==> src/rtl/conv_pkg.sv <==
// Shared types and geometry helpers for the convolution window address generator.
package conv_pkg;

    typedef enum logic [1:0] {
        ST_IDLE = 2'd0,
        ST_RUN  = 2'd1,
        ST_DONE = 2'd2
    } conv_state_t;

    // Number of valid window positions along one axis (floor division).
    function automatic int ofm_dim(input int ifm, input int k, input int stride);
        return (ifm - k) / stride + 1;
    endfunction

    function automatic int cnt_width(input int max_val);
        return (max_val > 0) ? $clog2(max_val + 1) : 1;
    endfunction

endpackage

==> src/rtl/conv_axis_counter.sv <==
// Wrapping loop counter for one window axis: counts 0..MAX on en, clr forces zero.
module conv_axis_counter #(
    parameter int MAX   = 2,
    parameter int WIDTH = 2
) (
    input  logic             clk,
    input  logic             rst_n,
    input  logic             en,
    input  logic             clr,
    output logic [WIDTH-1:0] cnt_o,
    output logic             wrap_o
);

    logic [WIDTH-1:0] cnt_q, cnt_d;

    assign wrap_o = (cnt_q == WIDTH'(MAX));
    assign cnt_o  = cnt_q;

    always_comb begin
        cnt_d = cnt_q;
        if (clr) begin
            cnt_d = '0;
        end else if (en) begin
            cnt_d = wrap_o ? '0 : cnt_q + WIDTH'(1);
        end
    end

    always_ff @(posedge clk) begin
        if (!rst_n) cnt_q <= '0;
        else        cnt_q <= cnt_d;
    end

endmodule

==> src/rtl/conv_window_addr_gen.sv <==
// Walks every KxK window of an IFM_W x IFM_H feature map and emits pixel read addresses
// under valid/ready, one beat per cycle while ready is high, holding steady on stall.
module conv_window_addr_gen
    import conv_pkg::*;
#(
    parameter int IFM_W  = 14,
    parameter int IFM_H  = 14,
    parameter int K      = 3,
    parameter int STRIDE = 1,
    parameter int ADDR_W = 8
) (
    input  logic              clk,
    input  logic              rst_n,
    input  logic              start_i,
    output logic              busy_o,
    output logic              done_o,
    output logic [ADDR_W-1:0] addr_o,
    output logic              addr_valid_o,
    input  logic              addr_ready_i,
    output logic              win_first_o,
    output logic              win_last_o
);

    localparam int OFM_W = ofm_dim(IFM_W, K, STRIDE);
    localparam int OFM_H = ofm_dim(IFM_H, K, STRIDE);
    localparam int KW    = cnt_width(K - 1);
    localparam int OWW   = cnt_width(OFM_W - 1);
    localparam int OHW   = cnt_width(OFM_H - 1);

    localparam logic [ADDR_W-1:0] ROW_STEP  = ADDR_W'(IFM_W);
    localparam logic [ADDR_W-1:0] ROW_KBACK = ADDR_W'((K - 1) * IFM_W);
    localparam logic [ADDR_W-1:0] ROW_OSTEP = ADDR_W'(STRIDE * IFM_W);
    localparam logic [ADDR_W-1:0] COL_KBACK = ADDR_W'(K - 1);
    localparam logic [ADDR_W-1:0] COL_OSTEP = ADDR_W'(STRIDE);

    conv_state_t       state_q, state_d;
    logic              valid_q, valid_d;
    logic              busy_q, busy_d;
    logic              done_q, done_d;
    logic [ADDR_W-1:0] addr_q, addr_d;
    logic [ADDR_W-1:0] row_q, row_d;
    logic [ADDR_W-1:0] col_q, col_d;

    logic [KW-1:0]  kx_cnt, ky_cnt;
    logic [OWW-1:0] ox_cnt;
    logic [OHW-1:0] oy_cnt;
    logic           kx_wrap, ky_wrap, ox_wrap, oy_wrap;
    logic           fire, clr, last_beat;

    assign fire      = valid_q && addr_ready_i;
    assign clr       = (state_q == ST_IDLE) && start_i;
    assign last_beat = kx_wrap && ky_wrap && ox_wrap && oy_wrap;

    conv_axis_counter #(.MAX(K - 1), .WIDTH(KW)) u_kx (
        .clk(clk), .rst_n(rst_n), .en(fire), .clr(clr), .cnt_o(kx_cnt), .wrap_o(kx_wrap)
    );
    conv_axis_counter #(.MAX(K - 1), .WIDTH(KW)) u_ky (
        .clk(clk), .rst_n(rst_n), .en(fire && kx_wrap), .clr(clr),
        .cnt_o(ky_cnt), .wrap_o(ky_wrap)
    );
    conv_axis_counter #(.MAX(OFM_W - 1), .WIDTH(OWW)) u_ox (
        .clk(clk), .rst_n(rst_n), .en(fire && kx_wrap && ky_wrap), .clr(clr),
        .cnt_o(ox_cnt), .wrap_o(ox_wrap)
    );
    conv_axis_counter #(.MAX(OFM_H - 1), .WIDTH(OHW)) u_oy (
        .clk(clk), .rst_n(rst_n), .en(fire && kx_wrap && ky_wrap && ox_wrap), .clr(clr),
        .cnt_o(oy_cnt), .wrap_o(oy_wrap)
    );

    // Output-window coordinates only feed the wrap chain; keep them visible for debug.
    logic unused_win_pos;
    assign unused_win_pos = ^{ox_cnt, oy_cnt};

    always_comb begin
        state_d = state_q;
        valid_d = valid_q;
        busy_d  = busy_q;
        done_d  = 1'b0;
        addr_d  = addr_q;
        row_d   = row_q;
        col_d   = col_q;
        case (state_q)
            ST_IDLE: begin
                if (start_i) begin
                    state_d = ST_RUN;
                    valid_d = 1'b1;
                    busy_d  = 1'b1;
                    row_d   = '0;
                    col_d   = '0;
                    addr_d  = '0;
                end
            end
            ST_RUN: begin
                if (fire) begin
                    if (last_beat) begin
                        state_d = ST_DONE;
                        valid_d = 1'b0;
                        done_d  = 1'b1;
                        row_d   = '0;
                        col_d   = '0;
                        addr_d  = '0;
                    end else begin
                        // row_q tracks (oy*STRIDE+ky)*IFM_W, col_q tracks ox*STRIDE+kx
                        if (!kx_wrap) begin
                            col_d = col_q + ADDR_W'(1);
                        end else if (!ky_wrap) begin
                            col_d = col_q - COL_KBACK;
                            row_d = row_q + ROW_STEP;
                        end else if (!ox_wrap) begin
                            col_d = col_q + COL_OSTEP - COL_KBACK;
                            row_d = row_q - ROW_KBACK;
                        end else begin
                            col_d = '0;
                            row_d = row_q + ROW_OSTEP - ROW_KBACK;
                        end
                        addr_d = row_d + col_d;
                    end
                end
            end
            ST_DONE: begin
                state_d = ST_IDLE;
                busy_d  = 1'b0;
            end
            default: begin
                state_d = ST_IDLE;
                valid_d = 1'b0;
                busy_d  = 1'b0;
            end
        endcase
    end

    always_ff @(posedge clk) begin
        if (!rst_n) begin
            state_q <= ST_IDLE;
            valid_q <= 1'b0;
            busy_q  <= 1'b0;
            done_q  <= 1'b0;
            addr_q  <= '0;
            row_q   <= '0;
            col_q   <= '0;
        end else begin
            state_q <= state_d;
            valid_q <= valid_d;
            busy_q  <= busy_d;
            done_q  <= done_d;
            addr_q  <= addr_d;
            row_q   <= row_d;
            col_q   <= col_d;
        end
    end

    assign addr_o       = addr_q;
    assign addr_valid_o = valid_q;
    assign busy_o       = busy_q;
    assign done_o       = done_q;
    assign win_first_o  = valid_q && (kx_cnt == '0) && (ky_cnt == '0);
    assign win_last_o   = valid_q && kx_wrap && ky_wrap;

endmodule

==> config.mk <==
export PLATFORM = sky130hd
export DESIGN_NAME = conv_window_addr_gen
export DESIGN_NICKNAME = d
export VERILOG_FILES = /design/src/rtl/conv_pkg.sv /design/src/rtl/conv_axis_counter.sv /design/src/rtl/conv_window_addr_gen.sv
export SDC_FILE = /design/constraint.sdc
export NUM_CORES = 1
export LEC_CHECK = 0
export CORE_UTILIZATION = 30
export DETAILED_ROUTE_END_ITERATION = 16
export SKIP_LAST_GASP = 1
export SYNTH_ARGS = -nofsm -noshare
export SYNTH_HDL_FRONTEND = slang
export SYNTH_SLANG_ARGS = --single-unit
==> constraint.sdc <==
create_clock -name clk -period 7.8 [get_ports clk]
set_input_delay 1.56 -clock clk [delete_from_list [all_inputs] [get_ports clk]]
set_output_delay 1.56 -clock clk [all_outputs]
set_load 0.03 [all_outputs]
### Word level (Yosys, flattened, before mapping)

Cells that the tools add are included.

* add/sub/neg operators: 11
* bitwise logic cells: 3
* reduce and logical (&&, ||, !) cells: 22
* muxes and demuxes: 36
* equality and inequality tests: 9

Operator list (number)
* 2-to-1 mux 8 bit: 19
* one-hot mux 8 bit (2 select lines): 3
* subtractor 8 x 2 -> 8 bit (second input constant): 2
* subtractor 8 x 5 -> 8 bit (second input constant): 2
* logical AND 1 bit: 12
* 2-to-1 mux 2 bit: 5
* AND reduction 3 bit: 3
* adder 4 x 1 -> 4 bit (second input constant): 2
* adder 8 x 1 -> 8 bit (second input constant): 1
* adder 8 x 4 -> 8 bit (second input constant): 1
* adder 8 bit: 1
* == test 4 bit (second input constant): 2
* 2-to-1 mux 4 bit: 2
* == test 2 bit (second input constant): 3
* zero test 2 bit: 3
* inequality test 2 bit (second input constant): 3
* adder 2 x 1 -> 2 bit (second input constant): 2
* 2-to-1 mux 1 bit: 4
* one-hot mux 2 bit (2 select lines): 1
* AND reduction 4 bit: 1
* inverter 1 bit: 3
* one-hot mux 1 bit (3 select lines): 1
* == test 2 x 1 -> 1 bit (second input constant): 1
* one-hot mux 1 bit (2 select lines): 1
* other kinds (3): 3

* logic and storage cells: 92
* register bits: 41
* output and inout bits: 13

### Longest topological paths before layout

Gate-level depths: netlist (run 1).

* depth in word-level cells: 12
* mapped depth: 18
* mapped depth without buffers: 17

### Modules after synthesis

A second synthesis (run 1) with hierarchy kept.

* cell total of the unflattened synthesis: 387
* area total of the unflattened synthesis: 3002.9 sq um

Modules (own cells, without submodules)
* conv_window_addr_gen: times used 1, cells an instance 329, sequential area each 540.5 sq um, area each 2409.8 sq um
* conv_axis_counter at u_ox ...: times used 2, cells an instance 19, sequential area each 80.1 sq um, area each 201.4 sq um
* conv_axis_counter at u_kx ...: times used 2, cells an instance 10, sequential area each 40.0 sq um, area each 95.1 sq um

### Worst setup path before layout (run 1)

OpenSTA, ideal clock, no wires.

* path kind: register to register
* start point: register u_ox.cnt_q[0] (netlist: u_ox.cnt_o[0])
* end point: register addr_q[7] (netlist: addr_o[7])
* path slack: 4615 ps
* library setup time: 87 ps
* arrival time: 3098 ps
* cell stages (with the launch flop): 18
* period minus slack after synthesis: 3185 ps
* cells stage by stage: dfxtp_1 -> ha_1 -> and3b_1 -> clkbuf_1 -> nand2_1 -> nand2_1 -> o21ai_0 -> ha_1 -> o21ai_0 -> a32oi_1 -> a21oi_1 -> xor2_1 -> ha_1 -> a21oi_1 -> o21ai_0 -> and3_4 -> o211a_1 -> o31ai_1

* longest elaborated chain between the ends: 11
* elaborated cells between the ends (all ways): 19
* those cells by class: add/sub (1); eq/ne (1); mux (15); reduce/logical (2)

RTL lines
* from (decl): line conv_axis_counter.sv:14 `logic [WIDTH-1:0] cnt_q, cnt_d;`
* from (signal assigned): line conv_axis_counter.sv:30 `else cnt_q <= cnt_d;`
* == test 4 bit (*): line conv_axis_counter.sv:16 `assign wrap_o = (cnt_q == WIDTH'(MAX));`
* 2-to-1 mux 8 bit: line conv_window_addr_gen.sv:109 `end else if (!ox_wrap) begin`
* 2-to-1 mux 8 bit: line conv_window_addr_gen.sv:106 `end else if (!ky_wrap) begin`
* 2-to-1 mux 8 bit: line conv_window_addr_gen.sv:104 `if (!kx_wrap) begin`
* 2-to-1 mux 8 bit: line conv_window_addr_gen.sv:95 `if (last_beat) begin`
* 2-to-1 mux 8 bit: line conv_window_addr_gen.sv:94 `if (fire) begin`
* 2-to-1 mux 8 bit: line conv_window_addr_gen.sv:82 `case (state_q)`
* adder 8 bit: line conv_window_addr_gen.sv:116 `addr_d = row_d + col_d;`
* 2-to-1 mux 8 bit (*): line conv_window_addr_gen.sv:95
* 2-to-1 mux 8 bit (*): line conv_window_addr_gen.sv:94
* one-hot mux 8 bit (2 select lines) (*): line conv_window_addr_gen.sv:82
* to (signal assigned): line conv_window_addr_gen.sv:146 `addr_q <= addr_d;`
* to (decl): line conv_window_addr_gen.sv:40 `logic [ADDR_W-1:0] addr_q, addr_d;`

Mark *: on every way between the ends. The rest lies on a longest branch, timed or not. The select of a mux whose other input is x is not followed.
A chain may end at the register's enable or synchronous reset.

### Worst setup path after layout (run 1)

* start point: input port addr_ready_i
* end point: register row_q[5]

* longest elaborated chain between the ends: 3

RTL lines
* from (decl): line conv_window_addr_gen.sv:19 `input logic addr_ready_i,`
* logical AND 1 bit: line conv_window_addr_gen.sv:50 `assign fire = valid_q && addr_ready_i;`
* inequality test 2 bit (no line)
* AND reduction 3 bit (no line)
* to (signal assigned): line conv_window_addr_gen.sv:147 `row_q <= row_d;`
* to (decl): line conv_window_addr_gen.sv:41 `logic [ADDR_W-1:0] row_q, row_d;`

No other way between the ends.

==> impl_metrics.prom, run 1 <==
# TYPE chip_impl_metric gauge
chip_impl_info{name="leading_cell_type_in_the_layout_fill_and_taps_excluded",value="nand2_1"} 1
chip_impl_metric{name="final.period_utilization",unit=""} 0.5267
chip_impl_metric{name="setup_total_negative_slack",unit="ns"} 0
chip_impl_metric{name="drc_errors",unit=""} 0
chip_impl_metric{name="sequential_cell_area_fraction_in_the_yosys_report",unit=""} 0.2753
chip_impl_metric{name="vias_after_detailed_routing",unit=""} 2666
chip_impl_info{name="worst_setup_path_end_kind",value="flop"} 1
chip_impl_metric{name="synthesized_netlist_cell_count",unit=""} 376
chip_impl_metric{name="power.net_switching",unit="uW"} 102.2
chip_impl_metric{name="drive_gt1_frac",unit=""} 0.04787
chip_impl_info{name="hp-start",value="busy_o$_SDFFE_PN0P_"} 1
chip_impl_metric{name="worstPathRequired",unit="ns"} 8.03
chip_impl_metric{name="die_height",unit="microns"} 99.24
chip_impl_metric{name="tightestPinTransition",unit="ns"} 1.230
chip_impl_metric{name="hold_slack",unit="ns"} 0.4583
chip_impl_metric{name="antenna_found_initial",unit=""} 0
chip_impl_metric{name="syn_area",unit="sq um"} 2836
chip_impl_metric{name="grtUsageMet3",unit=""} 0.01827
chip_impl_metric{name="routed_wirelength",unit="microns"} 6717
chip_impl_metric{name="viasPerCell",unit=""} 5.474
chip_impl_metric{name="design.final.nets",unit=""} 394
chip_impl_metric{name="power_frac_comb",unit=""} 0.090
chip_impl_metric{name="internal-power",unit="uW"} 318.9
chip_impl_metric{name="finalClockSkew",unit="ns"} 0.006805
chip_impl_info{name="unrepaired_setup_endpoints_after_global_routing",value="false"} 1
chip_impl_metric{name="postSynthAreaPerCell",unit="sq um"} 7.544
chip_impl_info{name="outcome",value="finished, final reports clean"} 1
chip_impl_metric{name="finalInstanceArea",unit="sq um"} 3151
chip_impl_metric{name="final.fill_count",unit=""} 989
chip_impl_metric{name="postSynth.asyncResetShare",unit=""} 0
chip_impl_info{name="mostFrequentLayoutCells",value="nand2_1 (40), dfxtp_1 (39), a21oi_1 (33)"} 1
chip_impl_metric{name="power_density",unit="nW/um^2"} 133.6
chip_impl_metric{name="clock_sink_total",unit=""} 39
chip_impl_metric{name="number_of_synthesized_flops_with_an_enable_pin",unit=""} 0
chip_impl_metric{name="grt_usage",unit=""} 0.1451
chip_impl_metric{name="grt_max_degree",unit=""} 29
chip_impl_metric{name="sw_ratio",unit=""} 0.2426
chip_impl_metric{name="synth-seq-cells",unit=""} 39
chip_impl_info{name="most_common_flop_cell_mapped_by_yosys",value="dfxtp_1"} 1
chip_impl_metric{name="postLayoutSetupSlackWorst",unit="ns"} 3.691
chip_impl_metric{name="globalRouteMet1Util",unit=""} 0.1941
chip_impl_metric{name="grt_first_pass_wirelength",unit="microns"} 11550
chip_impl_metric{name="vdd.ir_drop.worst",unit="mV"} 0.08968
chip_impl_metric{name="wl_per_cell",unit="microns"} 13.79
chip_impl_metric{name="area_growth",unit="%"} 11.07
chip_impl_metric{name="post_synth_num_cell_types",unit=""} 55
chip_impl_metric{name="worst_skew_pair.late_latency",unit="ns"} 0.30
chip_impl_metric{name="dp_slack",unit="ns"} 3.401
chip_impl_metric{name="seq_power_share",unit=""} 0.486
chip_impl_metric{name="io_buffers",unit=""} 16
chip_impl_metric{name="htree_levels",unit=""} 2
chip_impl_info{name="worst_hold_path_type",value="reg -> reg"} 1
chip_impl_metric{name="reg_to_reg_slack_setup",unit="ns"} 4.01
chip_impl_info{name="timing.setup.critical_path_class",value="in -> reg"} 1
chip_impl_metric{name="worstRegToRegCells",unit=""} 14
chip_impl_metric{name="dp_hpwl",unit="microns"} 4805
chip_impl_metric{name="post_cts_resized",unit=""} 0
chip_impl_metric{name="globalRoute.totalOverflow",unit=""} 0
chip_impl_metric{name="max_cap_viol_count",unit=""} 0
chip_impl_info{name="cts_tree",value="built"} 1
chip_impl_metric{name="routabilityCongestion",unit=""} 0.8417
chip_impl_info{name="gr-max-usage-layer",value="met2"} 1
chip_impl_metric{name="clkSlewWorstSetupHoldPaths",unit="ns"} 0.08
chip_impl_info{name="startpoint_type",value="input pin"} 1
chip_impl_metric{name="power_leakage",unit="uW"} 0.001130
chip_impl_metric{name="post-cts-setup-buffers",unit=""} 0
chip_impl_metric{name="ios",unit=""} 17
chip_impl_metric{name="dpl_cell_area",unit="sq um"} 3033
chip_impl_metric{name="met2_usage",unit=""} 0.2399
chip_impl_info{name="hold_path_end",value="busy_o$_SDFFE_PN0P_"} 1
chip_impl_metric{name="first_global_vias",unit=""} 2370
chip_impl_metric{name="drt_first_pass_iters",unit=""} 4
chip_impl_metric{name="hold_violations",unit=""} 0
chip_impl_metric{name="hold-path-cell-count",unit=""} 2
chip_impl_metric{name="synth.net_count",unit=""} 395
chip_impl_metric{name="num_rows",unit=""} 35
chip_impl_metric{name="cts.path.max_buffers",unit=""} 2
chip_impl_metric{name="slew_viol_final",unit=""} 0
chip_impl_metric{name="die-area",unit="sq um"} 9848
chip_impl_metric{name="clock_power_share",unit=""} 0.424
chip_impl_metric{name="critical_path_arrival",unit="ns"} 4.33
chip_impl_metric{name="core-area",unit="sq um"} 9196
chip_impl_info{name="reg2reg_from",value="u_ox.cnt_o[0]$_SDFFE_PP0P_"} 1
chip_impl_info{name="regToRegEndpoint",value="addr_o[7]$_SDFFE_PN0P_"} 1
chip_impl_metric{name="antenna_diodes",unit=""} 0
chip_impl_metric{name="layout_min_cycle_time",unit="ns"} 4.109
chip_impl_metric{name="synthesis.yosys.warnings",unit=""} 0
chip_impl_metric{name="cts-hold-fix-buffers",unit=""} 0
chip_impl_metric{name="tritoncts.num_buffers",unit=""} 5
chip_impl_metric{name="final_antenna_net_count",unit=""} 0
chip_impl_metric{name="initial_core_utilization",unit=""} 0.3084
chip_impl_info{name="cts_root_buf",value="clkbuf_8"} 1
chip_impl_metric{name="worst-path-max-fanout",unit=""} 23
chip_impl_metric{name="fmax",unit="MHz"} 243.4
chip_impl_metric{name="width_of_the_die",unit="microns"} 99.24
chip_impl_metric{name="drt_iter0_markers",unit=""} 124
chip_impl_metric{name="setup_viol",unit=""} 0
chip_impl_metric{name="max_slew_margin",unit=""} 0.1771
-- cell families after synthesis --
group	synth area share
xor gates and xnor gates	0.06176
and+or+nand+nor	0.2916
other	0.001322
muxes	0.007058
AOI/OAI and AO/OA	0.2382
DFF	0.2753
buffers and inverters	0.05602
adders and majority gates	0.06881
-- critical path: stages --
cell and delay (ns):
clkdlybuf4s50_1 0.53, nand3_1 0.12, nand2_1 0.09, nand2_1 0.49, nor2_1 1.15, o21ai_0 0.20
a21boi_0 0.19
-- layout make-up --
| type | instances | area, sq um | share of cell area |
|---|---|---|---|
| Tap cell | 111 | 138.9 | 0.04408 |
| Clock buffer | 6 | 82.58 | 0.02621 |
| Multi-Input combinational cell | 300 | 1897 | 0.6021 |
| Sequential cell | 39 | 780.7 | 0.2478 |
| Inverter | 11 | 41.29 | 0.01311 |
| Timing Repair Buffer | 18 | 175.2 | 0.05560 |
| Clock inverter | 2 | 35.03 | 0.01112 |
-- power by group through the flow --
stage	clock network (uW)	logic [uW]	registers (uW)
2_1_floorplan	0	23.9	211
3_3_place_gp	0	37.8	209
3_5_place_dp	0	38.0	209
4_1_cts	184	38.1	204
5_1_grt	195	41.4	205
6_report	179	37.9	204
-- cells in the mapped netlist, types with 4 or more instances --
library cell	count	area share
a21boi_0	6	0.016
a21o_1	4	0.011
a21oi_1	33	0.058
a22oi_1	14	0.037
and2_1	4	0.0088
buf_2	4	0.0071
clkbuf_1	19	0.025
dfxtp_1	39	0.28
ha_1	14	0.062
inv_1	11	0.015
nand2_1	40	0.053
nand2b_1	5	0.011
nand3_1	19	0.034
nand4_1	4	0.0088
nor2_1	27	0.036
nor2b_1	20	0.044
nor3_1	12	0.021
nor3b_1	4	0.011
nor4_1	5	0.011
o21ai_0	14	0.025
o22ai_1	5	0.011
o31ai_1	6	0.016
xnor2_1	11	0.034
xor2_1	9	0.028
-- worst max path at each step --
stage	from	to	slack (ns)	cells after the start
6_report	addr_ready_i	row_q[5]$_SDFFE_PN0P_	3.69	7
5_1_grt	addr_ready_i	row_q[5]$_SDFFE_PN0P_	3.48	7
4_1_cts	addr_ready_i	row_q[5]$_SDFFE_PN0P_	3.70	7
3_5_place_dp	addr_ready_i	row_q[5]$_SDFFE_PN0P_	3.40	7
3_3_place_gp	addr_ready_i	row_q[1]$_SDFFE_PN0P_	3.47	8
2_1_floorplan	u_ox.cnt_o[0]$_SDFFE_PP0P_	addr_o[7]$_SDFFE_PN0P_	4.61	17
-- flip-flops by register name, indices dropped and copies added (netlist names) --
register      flops
u_oy.cnt_o        4
busy_o            1
u_kx.cnt_o        2
u_ox.cnt_o        4
u_ky.cnt_o        2
row_q             7
addr_valid_o      1
done_o            1
addr_o            8
state_q           2
col_q             7
-- through the flow --
stage               cells    util  total power, uW
floorplan             376       -            234.4
global placement      479  0.3298            246.7
detailed placement    479  0.3298            247.2
CTS                   487  0.3426            426.4
global route          487  0.3426            441.1
finish                487  0.3426            421.0
-- layer usage --
| layer | vias to the layer above | share of wire |
|---|---|---|
| li1 | 1342 | - |
| met1 | 1270 | 0.50 |
| met2 | 42 | 0.46 |
| met3 | 12 | 0.027 |
| met4 | 0 | 0.017 |
| met5 | - | 0 |
Note: power is estimated with default switching activity, not from simulation.
==> run 2, diff against run 1 <==
clock period = 3.3 ns   (was 7.8 ns; I/O delays follow)
==> impl_metrics.prom, run 2 (synthesis gave the netlist of run 1 again) <==
# TYPE chip_impl_metric gauge
chip_impl_metric{name="vias_after_detailed_routing",unit=""} 2761
chip_impl_metric{name="power_density",unit="nW/um^2"} 311.9
chip_impl_metric{name="num_rows",unit=""} 35
chip_impl_metric{name="area_growth",unit="%"} 21.35
chip_impl_metric{name="wl_per_cell",unit="microns"} 14.03
chip_impl_metric{name="grt_usage",unit=""} 0.1547
chip_impl_metric{name="clock_sink_total",unit=""} 39
chip_impl_metric{name="grt_first_pass_wirelength",unit="microns"} 12270
chip_impl_metric{name="drt_first_pass_iters",unit=""} 4
chip_impl_metric{name="antenna_found_initial",unit=""} 0
chip_impl_metric{name="globalRoute.totalOverflow",unit=""} 0
chip_impl_metric{name="hold_slack",unit="ns"} 0.4566
chip_impl_metric{name="vdd.ir_drop.worst",unit="mV"} 0.1572
chip_impl_metric{name="layout_min_cycle_time",unit="ns"} 3.167
chip_impl_metric{name="ios",unit=""} 17
chip_impl_info{name="cts_root_buf",value="clkbuf_8"} 1
chip_impl_info{name="outcome",value="finished, final reports clean"} 1
chip_impl_metric{name="htree_levels",unit=""} 2
chip_impl_info{name="crit_path_cell_trace",value="ha_1, and3b_1, nand2_1, a21boi_1, ha_2, o21ai_0, a21o_1, a21oi_2, xor2_1, ha_1, a21oi_1, o21ai_1, and3_4, o211a_1, o31ai_1"} 1
chip_impl_metric{name="routabilityCongestion",unit=""} 0.8976
chip_impl_metric{name="first_global_vias",unit=""} 2518
chip_impl_metric{name="viasPerCell",unit=""} 5.299
chip_impl_metric{name="clkSlewWorstSetupHoldPaths",unit="ns"} 0.09
chip_impl_metric{name="final.period_utilization",unit=""} 0.9598
chip_impl_metric{name="final-instance-count-excl-fill",unit=""} 521
chip_impl_info{name="worst_setup_path_end_kind",value="flop"} 1
chip_impl_info{name="worst_hold_path_type",value="reg -> reg"} 1
chip_impl_metric{name="dp_slack",unit="ns"} 0.03495
chip_impl_metric{name="worstPathRequired",unit="ns"} 3.51
chip_impl_info{name="leading_cell_type_in_the_layout_fill_and_taps_excluded",value="nand2_1"} 1
chip_impl_metric{name="finalClockSkew",unit="ns"} 0.004079
chip_impl_metric{name="cts.path.max_buffers",unit=""} 2
chip_impl_metric{name="hold_violations",unit=""} 0
chip_impl_metric{name="placedCellCount",unit=""} 512
chip_impl_metric{name="finalInstanceArea",unit="sq um"} 3442
chip_impl_metric{name="setup_viol",unit=""} 0
chip_impl_metric{name="worst-path-max-fanout",unit=""} 5
chip_impl_metric{name="largest_register_ffs",unit=""} 8
chip_impl_metric{name="dp_hpwl",unit="microns"} 5410
chip_impl_info{name="startpoint_type",value="flop"} 1
chip_impl_metric{name="worst_skew_pair.late_latency",unit="ns"} 0.30
chip_impl_metric{name="drt_iter0_markers",unit=""} 215
chip_impl_info{name="crit_slowest_cell",value="dfxtp_1"} 1
chip_impl_metric{name="max_cap_viol_count",unit=""} 0
chip_impl_metric{name="drive_gt1_frac",unit=""} 0.1390
chip_impl_metric{name="design.final.nets",unit=""} 428
chip_impl_metric{name="antenna_diodes",unit=""} 0
chip_impl_metric{name="critical_path_arrival",unit="ns"} 3.38
chip_impl_metric{name="initial_core_utilization",unit=""} 0.3084
chip_impl_metric{name="grt_max_degree",unit=""} 19
chip_impl_metric{name="io_buffers",unit=""} 16
chip_impl_metric{name="final_antenna_net_count",unit=""} 0
chip_impl_metric{name="postLayoutSetupSlackWorst",unit="ns"} 0.1326
chip_impl_metric{name="tritoncts.num_buffers",unit=""} 5
chip_impl_metric{name="slew_viol_final",unit=""} 0
chip_impl_metric{name="setup_total_negative_slack",unit="ns"} 0
chip_impl_metric{name="power_leakage",unit="uW"} 0.001302
chip_impl_metric{name="dpl_cell_area",unit="sq um"} 3281
chip_impl_metric{name="routed_wirelength",unit="microns"} 7312
chip_impl_info{name="mostFrequentLayoutCells",value="nand2_1 (40), dfxtp_1 (39), buf_4 (36)"} 1
chip_impl_metric{name="die_height",unit="microns"} 99.24
chip_impl_metric{name="width_of_the_die",unit="microns"} 99.24
chip_impl_metric{name="core-area",unit="sq um"} 9196
chip_impl_info{name="cts_tree",value="built"} 1
chip_impl_metric{name="fmax",unit="MHz"} 315.7
chip_impl_metric{name="critPathMaxStageDelay",unit="ns"} 0.34
chip_impl_metric{name="drc_errors",unit=""} 0
chip_impl_info{name="timing.setup.critical_path_class",value="reg -> reg"} 1
chip_impl_info{name="unrepaired_setup_endpoints_after_global_routing",value="true"} 1
chip_impl_info{name="cp_common_cell",value="ha_1"} 1
chip_impl_metric{name="die-area",unit="sq um"} 9848
run 2: worst paths after layout:
check	start	end	slack [ns]	cells past startpoint
hold / removal	busy_o$_SDFFE_PN0P_	busy_o$_SDFFE_PN0P_	0.46	2
hold reg to reg	busy_o$_SDFFE_PN0P_	busy_o$_SDFFE_PN0P_	0.46	2
setup / recovery	u_ox.cnt_o[1]$_SDFFE_PP0P_	addr_o[7]$_SDFFE_PN0P_	0.13	15
setup reg to reg	u_ox.cnt_o[1]$_SDFFE_PP0P_	addr_o[7]$_SDFFE_PN0P_	0.13	15
run 2: worst max-delay path: cells and delay by family (launching register included):
| kind | cells | cell delay (ns) |
|---|---|---|
| AND/OR/NAND/NOR | 3 | 0.54 |
| AO/OA/AOI/OAI | 8 | 1.34 |
| XOR/XNOR | 1 | 0.17 |
| flip-flops | 1 | 0.34 |
| adder cells (fa/ha/maj) | 3 | 0.71 |
run 2: through the flow:
step / utilization / power (uW)
finish: 0.3743 / 1073
global route: 0.3743 / 1115
CTS: 0.3720 / 1084
detailed placement: 0.3567 / 592.7
global placement: 0.3567 / 591.7
floorplan: - / 554.1
run 2: area by class of cell:
cell class / instances / area, sq um
Clock buffer: 5 / 68.82
Clock inverter: 3 / 67.56
Fill cell: 941 / 5754
Inverter: 11 / 41.29
Multi-Input combinational cell: 300 / 1914
Sequential cell: 39 / 780.7
Tap cell: 111 / 138.9
Timing Repair Buffer: 52 / 430.4
run 2: what timing repair did:
item	CTS	global route
setup buffers	0	1
endpoints found under the setup margin	1	2
gates resized for setup	1	7
pin swaps	0	1
hold buffers	0	0
gates cloned	0	0
run 2: where the power goes:
| group | switching [uW] | leakage, uW | internal, uW |
|---|---|---|---|
| Clock | 190 | 0.0000644 | 302 |
| Combinational | 60.7 | 0.000923 | 39.1 |
| Sequential | 6.53 | 0.000315 | 476 |
run 2: layer usage:
| metal | share of wire | GRT usage |
|---|---|---|
| met5 | 0 | 0 |
| met4 | 0.013 | 0.05430 |
| met2 | 0.45 | 0.2463 |
| met1 | 0.49 | 0.2162 |
| met3 | 0.050 | 0.01757 |
